[config.mk]
export PLATFORM = sky130hd
export DESIGN_NAME = food_placer_flat
export DESIGN_NICKNAME = d
export VERILOG_FILES = /design/src/rtl/snake_pkg.sv /design/src/rtl/food_placer_if.sv /design/src/rtl/food_placer.sv /design/src/flat_wrapper.sv
export SDC_FILE = /design/constraint.sdc
export NUM_CORES = 1
export LEC_CHECK = 0
export BUFFER_PORTS_ARGS = -buffer_cell sky130_fd_sc_hd__buf_2
export CORE_MARGIN = 1.5
export CORE_UTILIZATION = 60
export DETAILED_ROUTE_END_ITERATION = 7
export PLACE_DENSITY = 0.84
export SLEW_MARGIN = 0
export SYNTH_ARGS = -nofsm -noshare
export SYNTH_HDL_FRONTEND = slang
export SYNTH_SLANG_ARGS = --single-unit
export TNS_END_PERCENT = 50
[constraint.sdc]
create_clock -name clk -period 2.9 [get_ports clk]
set_input_delay 0.29 -clock clk [delete_from_list [all_inputs] [get_ports clk]]
set_output_delay 0.29 -clock clk [all_outputs]
set_load 0.05 [all_outputs]
[src/rtl/snake_pkg.sv]
// Shared board geometry, coordinate types and the food placer state
// encoding for the snake game.
package snake_pkg;

  localparam int GRID_BITS  = 3;
  localparam int GRID_CELLS = 64;

  typedef logic [GRID_BITS-1:0] coord_t;

  // A board cell. y is the upper field, so the packed value is the
  // row-major linear index of the cell.
  typedef struct packed {
    coord_t y;
    coord_t x;
  } cell_t;

  typedef enum logic [1:0] {
    FP_IDLE = 2'd0,
    FP_RAND = 2'd1,
    FP_SCAN = 2'd2
  } fp_state_t;

  // Row-major successor: step x, carry into y at the end of a row,
  // and wrap from the last cell back to the first.
  function automatic cell_t next_cell(cell_t c);
    cell_t n;
    n.x = c.x + coord_t'(1);
    n.y = (c.x == '1) ? c.y + coord_t'(1) : c.y;
    return n;
  endfunction

endpackage

[src/rtl/food_placer_if.sv]
// Signal bundle between the food placer and its environment (random number
// generator, snake occupancy lookup and game control).
//
// Handshake: place_req is a single-cycle request that is taken only while
// busy is low and is dropped otherwise. The search ends with exactly one
// single-cycle pulse, either done (food_x/food_y valid, food_valid set) or
// board_full (no free cell, food_valid cleared). occ_hit is a same-cycle
// combinational answer for the cell currently on probe_x/probe_y.
interface food_placer_if;
  import snake_pkg::*;

  logic      place_req;
  logic      food_clr;
  coord_t    rng_x;
  coord_t    rng_y;
  coord_t    probe_x;
  coord_t    probe_y;
  logic      occ_hit;
  coord_t    food_x;
  coord_t    food_y;
  logic      food_valid;
  logic      busy;
  logic      done;
  logic      board_full;
  fp_state_t state_dbg;

  modport master (
    output place_req, food_clr, rng_x, rng_y, occ_hit,
    input  probe_x, probe_y, food_x, food_y, food_valid, busy, done,
           board_full, state_dbg
  );

  modport slave (
    input  place_req, food_clr, rng_x, rng_y, occ_hit,
    output probe_x, probe_y, food_x, food_y, food_valid, busy, done,
           board_full, state_dbg
  );

endinterface

[src/rtl/food_placer.sv]
// Finds a free board cell for new food: first a bounded number of random
// candidates, then a linear sweep of the remaining cells, reporting either
// the placed cell or that the board is full.
module food_placer
  import snake_pkg::*;
#(
  parameter int MAX_TRIES = 16
) (
  input  logic          clk,
  input  logic          reset,
  food_placer_if.slave  bus
);

  localparam logic [5:0] TRY_LAST  = 6'(MAX_TRIES - 1);
  localparam logic [5:0] SCAN_LAST = 6'(GRID_CELLS - 1);

  fp_state_t  state_q, state_d;
  cell_t      cand_q, cand_d;
  logic [5:0] try_q, try_d;
  logic [5:0] scan_q, scan_d;
  cell_t      food_q, food_d;
  logic       valid_q, valid_d;
  logic       done_q, done_d;
  logic       full_q, full_d;

  // State and datapath registers; reset aborts any search without a pulse.
  always_ff @(posedge clk or negedge reset) begin
    if (!reset) begin
      state_q <= FP_IDLE;
      cand_q  <= '0;
      try_q   <= '0;
      scan_q  <= '0;
      food_q  <= '0;
      valid_q <= 1'b0;
      done_q  <= 1'b0;
      full_q  <= 1'b0;
    end else begin
      state_q <= state_d;
      cand_q  <= cand_d;
      try_q   <= try_d;
      scan_q  <= scan_d;
      food_q  <= food_d;
      valid_q <= valid_d;
      done_q  <= done_d;
      full_q  <= full_d;
    end
  end

  // Next-state logic: probe the current candidate, accept it when free,
  // otherwise draw another random cell or step linearly through the board.
  always_comb begin
    state_d = state_q;
    cand_d  = cand_q;
    try_d   = try_q;
    scan_d  = scan_q;
    food_d  = food_q;
    valid_d = valid_q;
    done_d  = 1'b0;
    full_d  = 1'b0;

    // Eaten food invalidates the old cell; a placement finishing in the
    // same cycle overrides this below with the new cell.
    if (bus.food_clr) begin
      valid_d = 1'b0;
    end

    case (state_q)
      FP_IDLE: begin
        if (bus.place_req) begin
          cand_d  = cell_t'({bus.rng_y, bus.rng_x});
          try_d   = '0;
          state_d = FP_RAND;
        end
      end

      FP_RAND: begin
        if (!bus.occ_hit) begin
          food_d  = cand_q;
          valid_d = 1'b1;
          done_d  = 1'b1;
          state_d = FP_IDLE;
        end else if (try_q == TRY_LAST) begin
          cand_d  = next_cell(cand_q);
          scan_d  = 6'd1;
          state_d = FP_SCAN;
        end else begin
          cand_d  = cell_t'({bus.rng_y, bus.rng_x});
          try_d   = try_q + 6'd1;
        end
      end

      FP_SCAN: begin
        if (!bus.occ_hit) begin
          food_d  = cand_q;
          valid_d = 1'b1;
          done_d  = 1'b1;
          state_d = FP_IDLE;
        end else if (scan_q == SCAN_LAST) begin
          // Every cell has now been probed once in this sweep.
          valid_d = 1'b0;
          full_d  = 1'b1;
          state_d = FP_IDLE;
        end else begin
          cand_d  = next_cell(cand_q);
          scan_d  = scan_q + 6'd1;
        end
      end

      default: begin
        state_d = FP_IDLE;
      end
    endcase
  end

  assign bus.probe_x    = cand_q.x;
  assign bus.probe_y    = cand_q.y;
  assign bus.food_x     = food_q.x;
  assign bus.food_y     = food_q.y;
  assign bus.food_valid = valid_q;
  assign bus.done       = done_q;
  assign bus.board_full = full_q;
  assign bus.busy       = (state_q != FP_IDLE);
  assign bus.state_dbg  = state_q;

endmodule

[src/flat_wrapper.sv]
// flat-port wrapper written by rule: the top's interface ports become plain ports
module food_placer_flat import snake_pkg::*;
#(
  parameter int MAX_TRIES = 16
)
  (clk, reset, bus_place_req, bus_food_clr, bus_rng_x, bus_rng_y, bus_occ_hit, bus_probe_x, bus_probe_y, bus_food_x, bus_food_y, bus_food_valid, bus_busy, bus_done, bus_board_full, bus_state_dbg);
  food_placer_if bus_i ();
  input  logic clk;
  input  logic reset;
  input wire logic [$bits(bus_i.place_req)-1:0] bus_place_req;
  input wire logic [$bits(bus_i.food_clr)-1:0] bus_food_clr;
  input wire logic [$bits(bus_i.rng_x)-1:0] bus_rng_x;
  input wire logic [$bits(bus_i.rng_y)-1:0] bus_rng_y;
  input wire logic [$bits(bus_i.occ_hit)-1:0] bus_occ_hit;
  output wire logic [$bits(bus_i.probe_x)-1:0] bus_probe_x;
  output wire logic [$bits(bus_i.probe_y)-1:0] bus_probe_y;
  output wire logic [$bits(bus_i.food_x)-1:0] bus_food_x;
  output wire logic [$bits(bus_i.food_y)-1:0] bus_food_y;
  output wire logic [$bits(bus_i.food_valid)-1:0] bus_food_valid;
  output wire logic [$bits(bus_i.busy)-1:0] bus_busy;
  output wire logic [$bits(bus_i.done)-1:0] bus_done;
  output wire logic [$bits(bus_i.board_full)-1:0] bus_board_full;
  output wire logic [$bits(bus_i.state_dbg)-1:0] bus_state_dbg;
  assign bus_i.place_req = bus_place_req;
  assign bus_i.food_clr = bus_food_clr;
  assign bus_i.rng_x = bus_rng_x;
  assign bus_i.rng_y = bus_rng_y;
  assign bus_i.occ_hit = bus_occ_hit;
  assign bus_probe_x = bus_i.probe_x;
  assign bus_probe_y = bus_i.probe_y;
  assign bus_food_x = bus_i.food_x;
  assign bus_food_y = bus_i.food_y;
  assign bus_food_valid = bus_i.food_valid;
  assign bus_busy = bus_i.busy;
  assign bus_done = bus_i.done;
  assign bus_board_full = bus_i.board_full;
  assign bus_state_dbg = bus_i.state_dbg;
  food_placer #(.MAX_TRIES(MAX_TRIES)) u_core (.clk(clk), .reset(reset), .bus(bus_i));
endmodule
## After elaboration in Yosys (flattened, before gate mapping)

Cells that the tools add are included.

- Add/subtract/negate cells: 4
- Equality and inequality tests: 13
- Muxes and demuxes: 32
- Bitwise operators: 1
- Reduce and logical (&&, ||, !) cells: 11

Operators with widths:

| operator | count |
|---|---|
| $mux 6 | 12 |
| $pmux 6 s2 | 2 |
| $pmux 6 s3 | 1 |
| $add 6x1->6 const B | 2 |
| $mux 2 | 5 |
| $ne 2x2->1 const B | 5 |
| $reduce_and 5->1 | 2 |
| $mux 1 | 9 |
| $add 3x1->3 const B | 2 |
| $eq 6x4->1 const B | 1 |
| $eq 6x6->1 const B | 1 |
| $ne 3x2->1 const B | 2 |
| $pmux 2 s3 | 1 |
| $reduce_bool 2->1 | 3 |
| $reduce_and 4->1 | 1 |
| $eq 3x3->1 const B | 1 |
| $mux 3 | 1 |
| $reduce_and 3->1 | 1 |
| $reduce_bool 3->1 | 1 |
| $eq 2x1->1 const B | 1 |
| $eq 2x2->1 const B | 1 |
| $logic_not 2->1 | 1 |
| $ne 2x1->1 const B | 1 |
| $pmux 1 s2 | 1 |
| 3 further kinds | 3 |

- Flip-flop bits (word level): 29
- Bits of input ports: 11

## Longest topological paths before layout

Gate-level depths: netlist of the first run.

- Depth after elaboration: 5
- Depth in mapped cells: 8
- Mapped depth without buffers: 6

## Worst setup path before layout of the first run

Ideal clock, no wire load.

- Kind: register -> register
- Start: register u_core.state_q[0], in the netlist u_core.bus.state_dbg[0]
- End: register u_core.try_q[3]
- Setup time: 0.077 ns
- Arrival: 2.214 ns
- Data required time: 2.823 ns
- Slack: 0.609 ns
- Cell stages (with the launch flop): 7
- Buffers on the path: 0
- Period minus slack after synthesis: 2.291 ns
- Cells stage by stage: dfrtp_1 -> inv_1 -> ha_1 -> inv_1 -> a211o_1 -> or4_1 -> a21oi_1

- Cells in the longest elaborated chain, start to end: 3
- Elaborated cells on any way between the ends: 8
- Classes of those cells: eq/ne: 4; mux: 1; reduce/logical: 3

RTL lines:

| item | line | source |
|---|---|---|
| from (decl) | food_placer.sv:17 | `fp_state_t state_q, state_d;` |
| from (signal assigned) | food_placer.sv:38 | `state_q <= state_d;` |
| $eq 2x1->1 / $logic_not 2->1 (equally long branches) | food_placer.sv:67 | `case (state_q)` |
| $ne 2x2->1 (no line) / $reduce_bool 2->1 (equally long branches) | n/a |  |
| $reduce_and 4->1 (no line) | n/a |  |
| to (signal assigned) | food_placer.sv:40 | `try_q <= try_d;` |
| to (decl) | food_placer.sv:19 | `logic [5:0] try_q, try_d;` |

Parallel ways exist; a longest one is shown, timed or not.
A chain may end at the register's enable or synchronous reset.

## Final worst setup path of the first run

- Start: register u_core.state_q[0], in the netlist u_core.bus.state_dbg[0]
- End: register u_core.scan_q[5]

- Cells in the longest elaborated chain, start to end: 3
- Elaborated cells on any way between the ends: 9
- Classes of those cells: eq/ne: 6; mux: 1; reduce/logical: 2

RTL lines:

| item | line | source |
|---|---|---|
| $eq 2x2->1 / $eq 2x1->1 (equally long branches) | food_placer.sv:67 |  |
| $ne 2x2->1 (no line), or another cell as far along | n/a |  |
| $reduce_and 5->1 (no line) | n/a |  |
| to (signal assigned) | food_placer.sv:41 | `scan_q <= scan_d;` |
| to (decl) | food_placer.sv:20 | `logic [5:0] scan_q, scan_d;` |

Parallel ways exist; a longest one is shown, timed or not.

==> results.txt, run 1 <==
The area growth from synthesis to layout is 12.0%. The global router's overall resource usage is 25.5%. The tree is rooted in a clkbuf_4. The via count of the first global-routing pass was roughly 1400. Setup repair after global routing left no endpoint under its margin. The clock passes through at most 2 buffers.

The area occupied by multi-input gates came out at around 900 sq um. Across the VDD grid, the largest voltage drop is 0.00109 V. STA classifies the critical path endpoint as a register. By instance count, the leading cell after synthesis is dfrtp_1. Clock skew on the completed layout was measured at 0.0116 ns. The post-route clock period utilization is about 80%.

Global routing finished with a remaining overflow of 0. After detailed routing, the average wire length per cell comes to 15.9 microns. The count of fill cells added during filler insertion came out at just over 200.

The post-route setup TNS came out at 0 ns. In this run, the number of DRC markers left after iteration 0 of detailed routing was 94. The flow ran to the end, and the final reports show no timing, DRC or antenna violations.

Clock-pin slew was measured on the worst setup and hold paths at 0.10 ns. The critical path is of the register to register type. The deepest level of the CTS H-tree came out at 2. The wire length on met2 came out at roughly 1.9 mm. The first-pass iteration count of the detailed router is 4. The tool flagged a number of max-cap violations equal to 0. The final count of hold timing violations came out at 0. TritonCTS built the clock tree. The worst-skew pair later-pin latency came out at 0.33 ns. The data arrival at the endpoint of the critical path is 2.54 ns.

The cell row count is 19. The commonest cells after synthesis are dfrtp_1, o21ai_0, nand2_1. Buffers inserted during clock tree synthesis total 5.

The highest attainable clock frequency came out at 431 MHz. The number of sinks handled by clock tree synthesis came out at 29. The diode insertion count for antenna repair came out at 0. The number of distinct library cells after synthesis is 46. The count of antenna-violating nets left after detailed routing is 0. The worst setup path is launched from a register. The wire length of the first global-routing pass is 6.38 mm. The number of vias in the routed layout came out at ~1500. The share of async-settable or async-resettable flops after synthesis came out at 100%. Yosys mapped a number of flops with a built-in enable equal to 0.

The highest layer touched by signal routing is met4. The clock period minus worst slack came out at 2.32 ns. The post-detailed-placement half-perimeter wirelength is between 2 and 3 mm.

The final non-filler cell total is ~240. For this design the top-level I/O count stands at 29. The cell count after synthesis came out at around 170. Entering global routing, the biggest net connects 30 pins. The synthesized net count came out at between 150 and 200. For the pin with the worst max-slew slack, the measured transition is 0.639 ns. The average vias per placed instance is 6.27. The tightest slew margin relative to the limit is about 57%. The leakage component of the power came out at between 0.0009 and 0.001 uW. The cell area that synthesis handed to floorplanning was 0.00172 sq mm. The portion of the post-synthesis area used by sequential elements is 42.1%. The detailed-route wire length is 3.73 mm. The hold buffer count at cts is 1. The fraction of layout instances using a drive strength above 1 came out at 23.0%. The number of placed instances, taps included, is between 200 and 250.

The floorplan step set the die height to 56.6 microns. The final-report max-slew violation count was 0. For this block, wires on met1 add up to around 1.7 mm. In the synthesized netlist the dominant register cell turns out to be dfrtp_1. The post-cts sizing count is 0. The total die area is about 0.0032 sq mm. The quantity of I/O buffers inserted on ports is 28. The cell type with the highest aggregate area in the netlist is dfrtp_1. The maximum fanout count along the critical path came out at 18. The initial antenna violation count was 0. After synthesis, the largest area contributor takes up 42.1% of total cell area. After detailed routing, the number of remaining DRC violations is 0. For this run, the number of Yosys warnings is 0. The sequential cells in the finished layout cover a total of 726 sq um. In this run the power density over the cells is 976 mW/mm^2. The count of endpoints failing setup in the final report is 0.

The mean area per synthesized cell came out at 9.96 sq um. The placer congestion estimate is approximately 0.90. Yosys attributes the largest share of cell area to dfrtp_1, ha_1, mux2_2. The number of buffers added for setup after CTS came out at 0. The initial core utilization came out at 63.0%.

The layout net count is around 220. The worst min-delay path class is input pin to register. The routed length on met3 is 125 microns.

The required time of the critical path came out at between 3 and 4 ns. Measured along the x axis, the die boundary spans around 57 microns. The placeable core region is 0.00273 sq mm. Counting flops and latches in the post-synthesis netlist gives 29.
-- cell type report --
class / count / share of cell area [%]
Sequential cell: 29 / 37.6
Timing Repair Buffer: 30 / 8.17
Inverter: 9 / 1.75
Clock inverter: 3 / 0.908
Multi-Input combinational cell: 128 / 47.6
Tap cell: 31 / 2.01
Clock buffer: 5 / 1.95
-- final timing paths --
| check | startpoint | to | slack, ns | cells after the start |
|---|---|---|---|---|
| worst max register to register | u_core.bus.state_dbg[0] | u_core.scan_q[5] | 0.58 | 6 |
| max in group asynchronous | reset | u_core.bus.food_valid | 1.97 | 2 |
| worst min-delay path | bus_rng_y[2] | u_core.bus.probe_y[2] | 0.22 | 3 |
| worst max-delay path | u_core.bus.state_dbg[0] | u_core.scan_q[5] | 0.58 | 6 |
| worst min register to register | u_core.bus.food_y[2] | u_core.bus.food_y[2] | 0.48 | 2 |
| min in group asynchronous | reset | u_core.bus.probe_y[2] | 0.50 | 2 |
-- logic make-up after synthesis --
family / Yosys count / share of synthesized area (%)
flip-flops: 29 / 42.1
AO/OA/AOI/OAI: 57 / 23.3
adder cells (fa/ha/maj): 10 / 7.26
AND/OR/NAND/NOR: 51 / 16.4
multiplexers: 10 / 6.32
buffers and inverters: 16 / 4.57
-- placed cells by master (no fill, tap or decap), types with 4 or more instances in the layout --
master,n
dfrtp_1,29
buf_2,28
o21ai_0,14
nand2_1,12
ha_1,10
inv_1,9
nand3_1,8
a21oi_1,7
mux2_2,7
nor2_1,5
clkbuf_4,5
a32oi_1,4
o2bb2ai_1,4
-- registers in the layout (all words and copies together) (netlist names) --
name                   count
u_core.bus.probe_y         3
u_core.bus.food_x          3
u_core.bus.probe_x         3
u_core.bus.food_y          3
u_core.bus.state_dbg       2
u_core.scan_q              6
u_core.try_q               6
u_core.bus.done            1
u_core.bus.board_full      1
u_core.bus.food_valid      1
-- worst max-delay path: stages, from the launching register on --
cell       delay (ns)
dfrtp_1          0.46
inv_1            0.13
ha_1             0.54
o2111ai_1        0.20
a31oi_1          0.24
or4b_1           0.49
mux2i_1          0.14
-- power by group --
group	switching [uW]	total (uW)	internal (uW)	leakage (uW)
Sequential	93.8	618	524	0.000375
Combinational	726	1020	296	0.000508
Clock	151	242	91.2	0.0000310
Total	971	1880	911	0.000915
-- layer usage --
| layer | track usage, % | vias to the layer above |
|---|---|---|
| li1 | - | 715 |
| met1 | 31.5 | 723 |
| met2 | 43.4 | 31 |
| met3 | 6.22 | 5 |
| met4 | 8.50 | 0 |
| met5 | 0 | - |
-- metrics by stage --
step | total power, uW | util (%) | hold slack (ns) | cell area [sq um] | setup WS [ns]
2_1_floorplan | 1400 | - | -0.00559 | 1720 | 0.609
3_3_place_gp | 1610 | 68.2 | 0.339 | 1860 | 0.822
3_5_place_dp | 1650 | 68.2 | 0.349 | 1860 | 0.676
4_1_cts | 1890 | 70.6 | 0.221 | 1930 | 0.656
5_1_grt | 2000 | 70.6 | 0.217 | 1930 | 0.458
6_report | 1880 | 70.6 | 0.224 | 1930 | 0.578
Power figures use the tool's default switching activity.
==> inputs of run 2 (changes only) <==
--- a/config.mk
+++ b/config.mk
@@ -5,11 +5,12 @@
 export SDC_FILE = /design/constraint.sdc
 export NUM_CORES = 1
 export LEC_CHECK = 0
+export ABC_AREA = 1
 export BUFFER_PORTS_ARGS = -buffer_cell sky130_fd_sc_hd__buf_2
 export CORE_MARGIN = 1.5
-export CORE_UTILIZATION = 60
+export CORE_UTILIZATION = 50
 export DETAILED_ROUTE_END_ITERATION = 7
-export PLACE_DENSITY = 0.84
+export PLACE_DENSITY = 0.75
 export SLEW_MARGIN = 0
 export SYNTH_ARGS = -nofsm -noshare
 export SYNTH_HDL_FRONTEND = slang
==> constraint.sdc (replaced) <==
create_clock -name clk -period 1.9 [get_ports clk]
set_input_delay 0.19 -clock clk [delete_from_list [all_inputs] [get_ports clk]]
set_output_delay 0.19 -clock clk [all_outputs]
set_load 0.05 [all_outputs]
==> results.txt, run 2 <==
The synthesized netlist cell count came out at 232. The placeable core region is 0.00331 sq mm. The wire length of the first global-routing pass is 5.41 mm. The DRC violation total after the first TritonRoute iteration came out at 121.

The initial antenna violation count came out at 0. Static timing analysis puts the maximum clock frequency at 615 MHz. Yosys mapped the design onto 24 distinct sky130hd cell types. The maximum fanout count along the critical path is 7. The flow ran to the end, and the final reports show no timing, DRC or antenna violations. The sum of routed wire segments on met1 came out at roughly 1.8 mm.

29 I/O pins were placed. Averaged over all synthesized cells, the footprint is 7.37 sq um. STA puts the critical path data arrival time at between 1.5 and 2 ns. The clock network accounts for 11.2% of the total power. The pin count of the biggest net entering global routing came out at 30. The hold buffer count at cts is 1. The detailed-route wire length came out at 3.49 mm.

The y dimension of the die came out at between 60 and 70 microns. The post-detailed-placement half-perimeter wirelength is approximately 2.7 mm. The post-cts sizing count is 0.

Buffers inserted during clock tree synthesis total 5. The post-route setup TNS is 0 ns. Ranked by total cell area, the synthesized netlist is headed by dfrtp_1, nand2_1, ha_1.

After detailed routing, the met2 layer carries around 1.5 mm of wire. The worst pin sits at a relative slew slack of 57.4%. In this run the static leakage power is 0.00110 uW.

The deepest level of the CTS H-tree is 2. The placer congestion estimate is 0.813. After detailed routing, no signal wire sits above met4.

The routed wire length per instance came out at 11.0 microns. Of the cells placed in the final design, the portion with a size suffix greater than 1 is between 20 and 25%. The die covers 0.00378 sq mm. The aggregate global routing overflow came out at 0. The number of vias in the routed layout came out at 1493. The clock transition at the register clock pins on the worst setup and hold paths after CTS is 0.09 ns.

The growth of design area from synthesis to finish came out at 16.8%. At the end of the flow, the number of nets in the layout was 291. The largest voltage drop on the vdd net came out at 0.000987 V.

The transition time at the pin with the least slew margin came out at around 0.64 ns. After clock tree synthesis, the setup repair step added 0 buffers. Counting instances in the post-synthesis netlist gives the leading cell types as nand2_1, dfrtp_1, inv_1. The maximum count of clock buffers along a single path came out at 2. The biggest area contributor in the post-synthesis netlist is dfrtp_1.

The number of sinks handled by clock tree synthesis came out at 29. The average vias per placed instance came out at 4.71. By startpoint and endpoint, the worst setup path is classified as register to register. During placement, the flow inserted port buffers numbering 28. The category of the worst setup path launch point is a register. Setup repair after global routing left no endpoint under its margin. The tree is rooted in a clkbuf_4. The worst setup path is captured at a register. Internal power comes to 1510 uW.

The post-synthesis register bit count came out at 29. For this run, the leading register cell type out of synthesis is dfrtp_1. The final non-filler cell total came out at about 320. The via count of the first global-routing pass was between 1000 and 1500.

TritonCTS built the clock tree. The diode insertion count for antenna repair is 0. The count of fill cells added during filler insertion is 317. The initial core utilization is 51.7%. The analysis attributes to net switching a power of 1840 uW. The multi-input combinational cells in the finished layout cover a total of about 870 sq um.

The share of total power in sequential cells is 28.6%. The clock period minus worst slack is 1.63 ns. The detail route stage leaves a number of antenna-violating nets equal to 0. In the routed design, unresolved DRC markers number 0. After synthesis, the share of flip-flops with an asynchronous set or reset is 100%. The top cell types in the final layout, fill and taps aside, are nand2_1, buf_2, dfrtp_1. Counting every net in the synthesized netlist gives 253.

In the global route stage, overall resource usage came out at 19.9%. The synthesized design contains 0 enable-type register cells. Combinational logic is responsible for 60.2% of the overall power. Across the run, the number of max-cap violations was 0.

The count of endpoints failing setup in the final report came out at 0. After detailed placement, the design holds a cell count of 308. The final-report max-slew violation count is 0.

The sequential cell area is 728 sq um. The warning count from the yosys run is 0. The portion of the post-synthesis area used by sequential elements is between 40% and 50%. The min-delay analysis places its worst path in the category input pin to register.

The most frequent standard cell in the layout excluding fill and tap cells is nand2_1. The floorplan has 21 rows. The required time of the critical path came out at 2.15 ns.

The final clock skew is 0.0126 ns. Dividing total power by cell area gives a power density of 1680 mW/mm^2. The most frequently used cell type in the post-synthesis netlist is nand2_1. Summed over all nets, wire length on met3 after detailed routing comes to 123 microns. Summing every instance area after synthesis gives 0.00171 sq mm.

The final count of hold timing violations is 0. The floorplan die width is ~60 microns. The post-route clock period utilization came out at 85.6%. The largest registers in the layout are u_core.scan_q (6), u_core.try_q (6). The share of the synthesized area in the top cell type came out at 42.4%. In this run switching power makes up ~55% of total power. The worst-skew pair later-pin latency came out at 0.34 ns. The first TritonRoute pass finished after 4 iterations.
==> run 2: cell count changes in the layout (fill, tap and decap cells not counted), sizes merged, moves of 4 or more <==
cell     previous run  this run
nand2              12       100
inv                 9        28
nor2                5        21
mux2                7         0
a32oi               4         0
and3                4         0
o2bb2ai             4         0
==> run 2: final timing paths <==
kind	startpoint	to	slack [ns]	cells after the start
worst max-delay path	u_core.bus.state_dbg[1]	u_core.try_q[4]	0.27	8
worst min-delay path	bus_rng_y[0]	u_core.bus.probe_y[0]	0.14	5
worst max register to register	u_core.bus.state_dbg[1]	u_core.try_q[4]	0.27	8
worst min register to register	u_core.bus.food_x[2]	u_core.bus.food_x[2]	0.49	2
max in group asynchronous	reset	u_core.bus.state_dbg[1]	1.04	2
min in group asynchronous	reset	u_core.bus.food_x[0]	0.40	2
==> run 2: layout make-up <==
cell class / instances / share of cell area (%)
Multi-Input combinational cell: 173 / 43.5
Sequential cell: 29 / 36.5
Timing Repair Buffer: 33 / 9.02
Inverter: 28 / 5.39
Tap cell: 46 / 2.88
Clock buffer: 5 / 1.88
Clock inverter: 3 / 0.877
==> run 2: power groups by stage <==
stage,sequential (uW),clock [uW],combinational [uW]
final,960,376,2020
after global routing,987,418,2250
after CTS,960,386,2030
after detailed placement,972,0,2020
after global placement,970,0,2010
after floorplan,1460,0,1040
==> run 2: through the flow <==
step | cell area (sq um) | total power [uW] | worst slack, ns | utilization [%] | hold slack (ns)
floorplan | 1710 | 2500 | 0.109 | - | -0.106
global placement | 1930 | 2980 | 0.321 | 58.4 | 0.245
detailed placement | 1930 | 2990 | 0.291 | 58.4 | 0.251
CTS | 2000 | 3380 | 0.267 | 60.3 | 0.125
global route | 2000 | 3660 | 0.0834 | 60.3 | 0.139
finish | 2000 | 3350 | 0.273 | 60.3 | 0.137
==> run 2: cell families (layout without fill, tap and decap cells) <==
| family | Yosys count | in the layout | synth area share (%) |
|---|---|---|---|
| AOI/OAI and AO/OA | 23 | 23 | 7.02 |
| xor gates and xnor gates | 4 | 4 | 2.05 |
| adders and majority gates | 10 | 10 | 7.32 |
| buffers and inverters | 30 | 69 | 6.80 |
| DFF | 29 | 29 | 42.4 |
| and+or+nand+nor | 136 | 136 | 34.4 |
==> run 2: layer usage <==
metal,global-route usage (%),vias to the layer above
li1,-,797
met1,29.6,667
met2,26.8,22
met3,5.67,7
met4,8.21,0
met5,0,-
==> run 2: worst max-delay path, cell delays in order (launching register included) <==
cell	delay [ns]
dfrtp_2	0.44
inv_1	0.10
ha_1	0.30
inv_1	0.11
a21oi_1	0.14
nand2_1	0.16
inv_2	0.14
nand2_1	0.06
o21ai_0	0.08
==> inputs of run 3 (changes only) <==
==> constraint.sdc (replaced) <==
create_clock -name clk -period 1.9 [get_ports clk]
set_input_delay 0.19 -clock clk [delete_from_list [all_inputs] [get_ports clk]]
set_output_delay 0.19 -clock clk [all_outputs]
set_load 0.005 [all_outputs]
==> results.txt, run 3 (same netlist as run 2, synthesis figures left out) <==
The post-route clock period utilization is between 80% and 90%. The highest attainable clock frequency is 586 MHz. The power density relative to cell area came out at approximately 1400 mW/mm^2. The aggregate global routing overflow came out at 0. The final clock skew is 0.00850 ns.

The clock period could shrink to 1.71 ns. The layout net count came out at 289. The cell row count came out at 21. The first routing iteration left 63 violations. After clock tree synthesis, the setup repair step added 0 buffers.

The deepest level of the CTS H-tree is 2. In the final layout, the registers with the most flip-flops are u_core.scan_q (6), u_core.try_q (6). The area growth from synthesis to layout is 15.7%. The routed wire length per instance came out at roughly 11 microns. Data on the critical path is required at its endpoint by 2.14 ns.

The first-pass iteration count of the detailed router came out at 4. The post-route setup TNS came out at 0 ns. In the routed design, unresolved DRC markers number 0. The startpoint identified for the worst register-to-register timing path is u_core.bus.state_dbg[1].

VDD sags by at most 0.000814 V. For flop-to-flop paths, the worst setup slack is 0.19 ns. The CTS tree is done. The I/O pin count is 29. The startpoint identified for the worst hold timing path is bus_occ_hit.

In the layout the commonest cells are nand2_1, dfrtp_1, buf_2. The critical path is of the register to register type. The global router's overall resource usage came out at 20.4%. The sequential cell area is 726 sq um. The final count of hold timing violations is 0. The area occupied by multi-input gates is 868 sq um.

STA classifies the critical path endpoint as a register. The detailed-route wire length is 3.52 mm. The worst register-to-register path ends at u_core.bus.probe_y[1]. The count of fill cells added during filler insertion came out at roughly 330. STA puts the critical path data arrival time at 1.95 ns. The longest clock path from root to sink contains 2 buffers. The via count of the first global-routing pass came out at 1304. The initial antenna violation count was 0.

Dividing the detail-routed via count by the number of cells gives between 4 and 5. The placer congestion estimate came out at roughly 0.84. Input and output buffers added on the ports amount to 28.

Setup repair after global routing left no endpoint under its margin. The run finished with clean final reports. The final-report max-slew violation count is 0. The count of antenna-violating nets left after detailed routing is 0.

The clock transition at the register clock pins on the worst setup and hold paths after CTS came out at 0.10 ns. The floorplan die width came out at 61.5 microns. The library cell used most frequently in the layout, excluding fill and tap cells, is nand2_1. In the post-route analysis, the smallest setup slack over all paths is a little under 0.2 ns. The path class of the tightest hold or removal check is input pin to register.

The placeable core region is 0.00331 sq mm. The total die area is 0.00378 sq mm. The overall power after layout came out at 2780 uW. For hold timing, the worst endpoint is u_core.bus.done.

The number of CTS-inserted buffers came out at 5. CTS placed an instance of clkbuf_4 at the clock tree root. The post-cts sizing count came out at 0. The worst setup path is launched from a register. Entering global routing, the biggest net connects 30 pins. Along the worst hold path, the cell count comes to 2. Measured along the y axis, the die boundary spans 61.5 microns. The post-detailed-placement half-perimeter wirelength is 2.62 mm. The number of sinks handled by clock tree synthesis came out at 29. Once layout is complete, the cells apart from fillers number around 320. For this block, the via count after detailed routing is about 1500. The fraction of layout instances using a drive strength above 1 came out at 19.0%. The repair_antennas step left the layout with diodes totalling 0. The hold buffer count at cts came out at 1. The count of endpoints failing setup in the final report is 0.

The transition time at the pin with the least slew margin is 0.642 ns. The tightest slew margin relative to the limit came out at 57.2%. Once the floorplan was initialized, standard cells occupied about half of the core. The wire length of the first global-routing pass is 5.60 mm.

The minimum setup slack after placement came out at approximately 0.22 ns. Along the worst path, the maximum fanout reaches 8. The number of placed instances, taps included came out at 306. Max-cap violations in this run came to 0. The leakage component of the power is around 0.0011 uW. The worst-skew pair later-pin latency came out at 0.34 ns. The count of cells along the worst register-to-register path is 9.
run 3: cell types whose count changed in the layout (fill, tap and decap cells not counted), sizes merged:
| cell | change |
|---|---|
| buf | -2 |
run 3: worst max-delay path by stage:
stage | end | from | slack [ns] | cells past startpoint
2_1_floorplan | u_core.bus.probe_y[1] | u_core.bus.state_dbg[0] | 0.37 | 9
3_3_place_gp | u_core.bus.probe_y[0] | u_core.bus.state_dbg[1] | 0.25 | 9
3_5_place_dp | u_core.bus.probe_y[0] | u_core.bus.state_dbg[1] | 0.22 | 9
4_1_cts | u_core.bus.probe_y[1] | u_core.bus.state_dbg[1] | 0.19 | 9
5_1_grt | u_core.bus.probe_y[1] | u_core.bus.state_dbg[1] | 0.05 | 9
6_report | u_core.bus.probe_y[1] | u_core.bus.state_dbg[1] | 0.19 | 9
run 3: per-layer routing:
| metal | vias to the layer above | global-route usage (%) | routed length (microns) |
|---|---|---|---|
| met3 | 5 | 6.30 | 168 |
| met1 | 654 | 27.5 | 1740 |
| li1 | 791 | - | - |
| met4 | 0 | 8.21 | 35 |
| met5 | - | 0 | 0 |
| met2 | 34 | 30.4 | 1570 |
run 3: per-stage QoR:
step	utilization, %	area, sq um	hold WS (ns)
floorplan	-	1710	-0.106
global placement	57.8	1910	0.247
detailed placement	57.8	1910	0.248
CTS	59.8	1980	0.123
global route	59.8	1980	0.117
finish	59.8	1980	0.133
run 3: layout make-up:
type / count / share of cell area [%]
Sequential cell: 29 / 36.7
Tap cell: 46 / 2.91
Clock inverter: 3 / 0.885
Clock buffer: 5 / 1.90
Inverter: 28 / 5.44
Timing Repair Buffer: 31 / 8.34
Multi-Input combinational cell: 173 / 43.9
run 3: critical path, cell delays in order, from the launching register on:
cell and delay (ns):
dfrtp_1 0.42, inv_1 0.09, ha_1 0.30, nand2_2 0.13
nand2_2 0.06, or2_4 0.25, nor2_8 0.17, inv_4 0.07
nand2_1 0.07, nand2_1 0.06
run 3: where the power goes:
group          internal, uW  switching, uW
clock                   139            232
sequential              801            173
combinational           548            887
total                  1490           1290
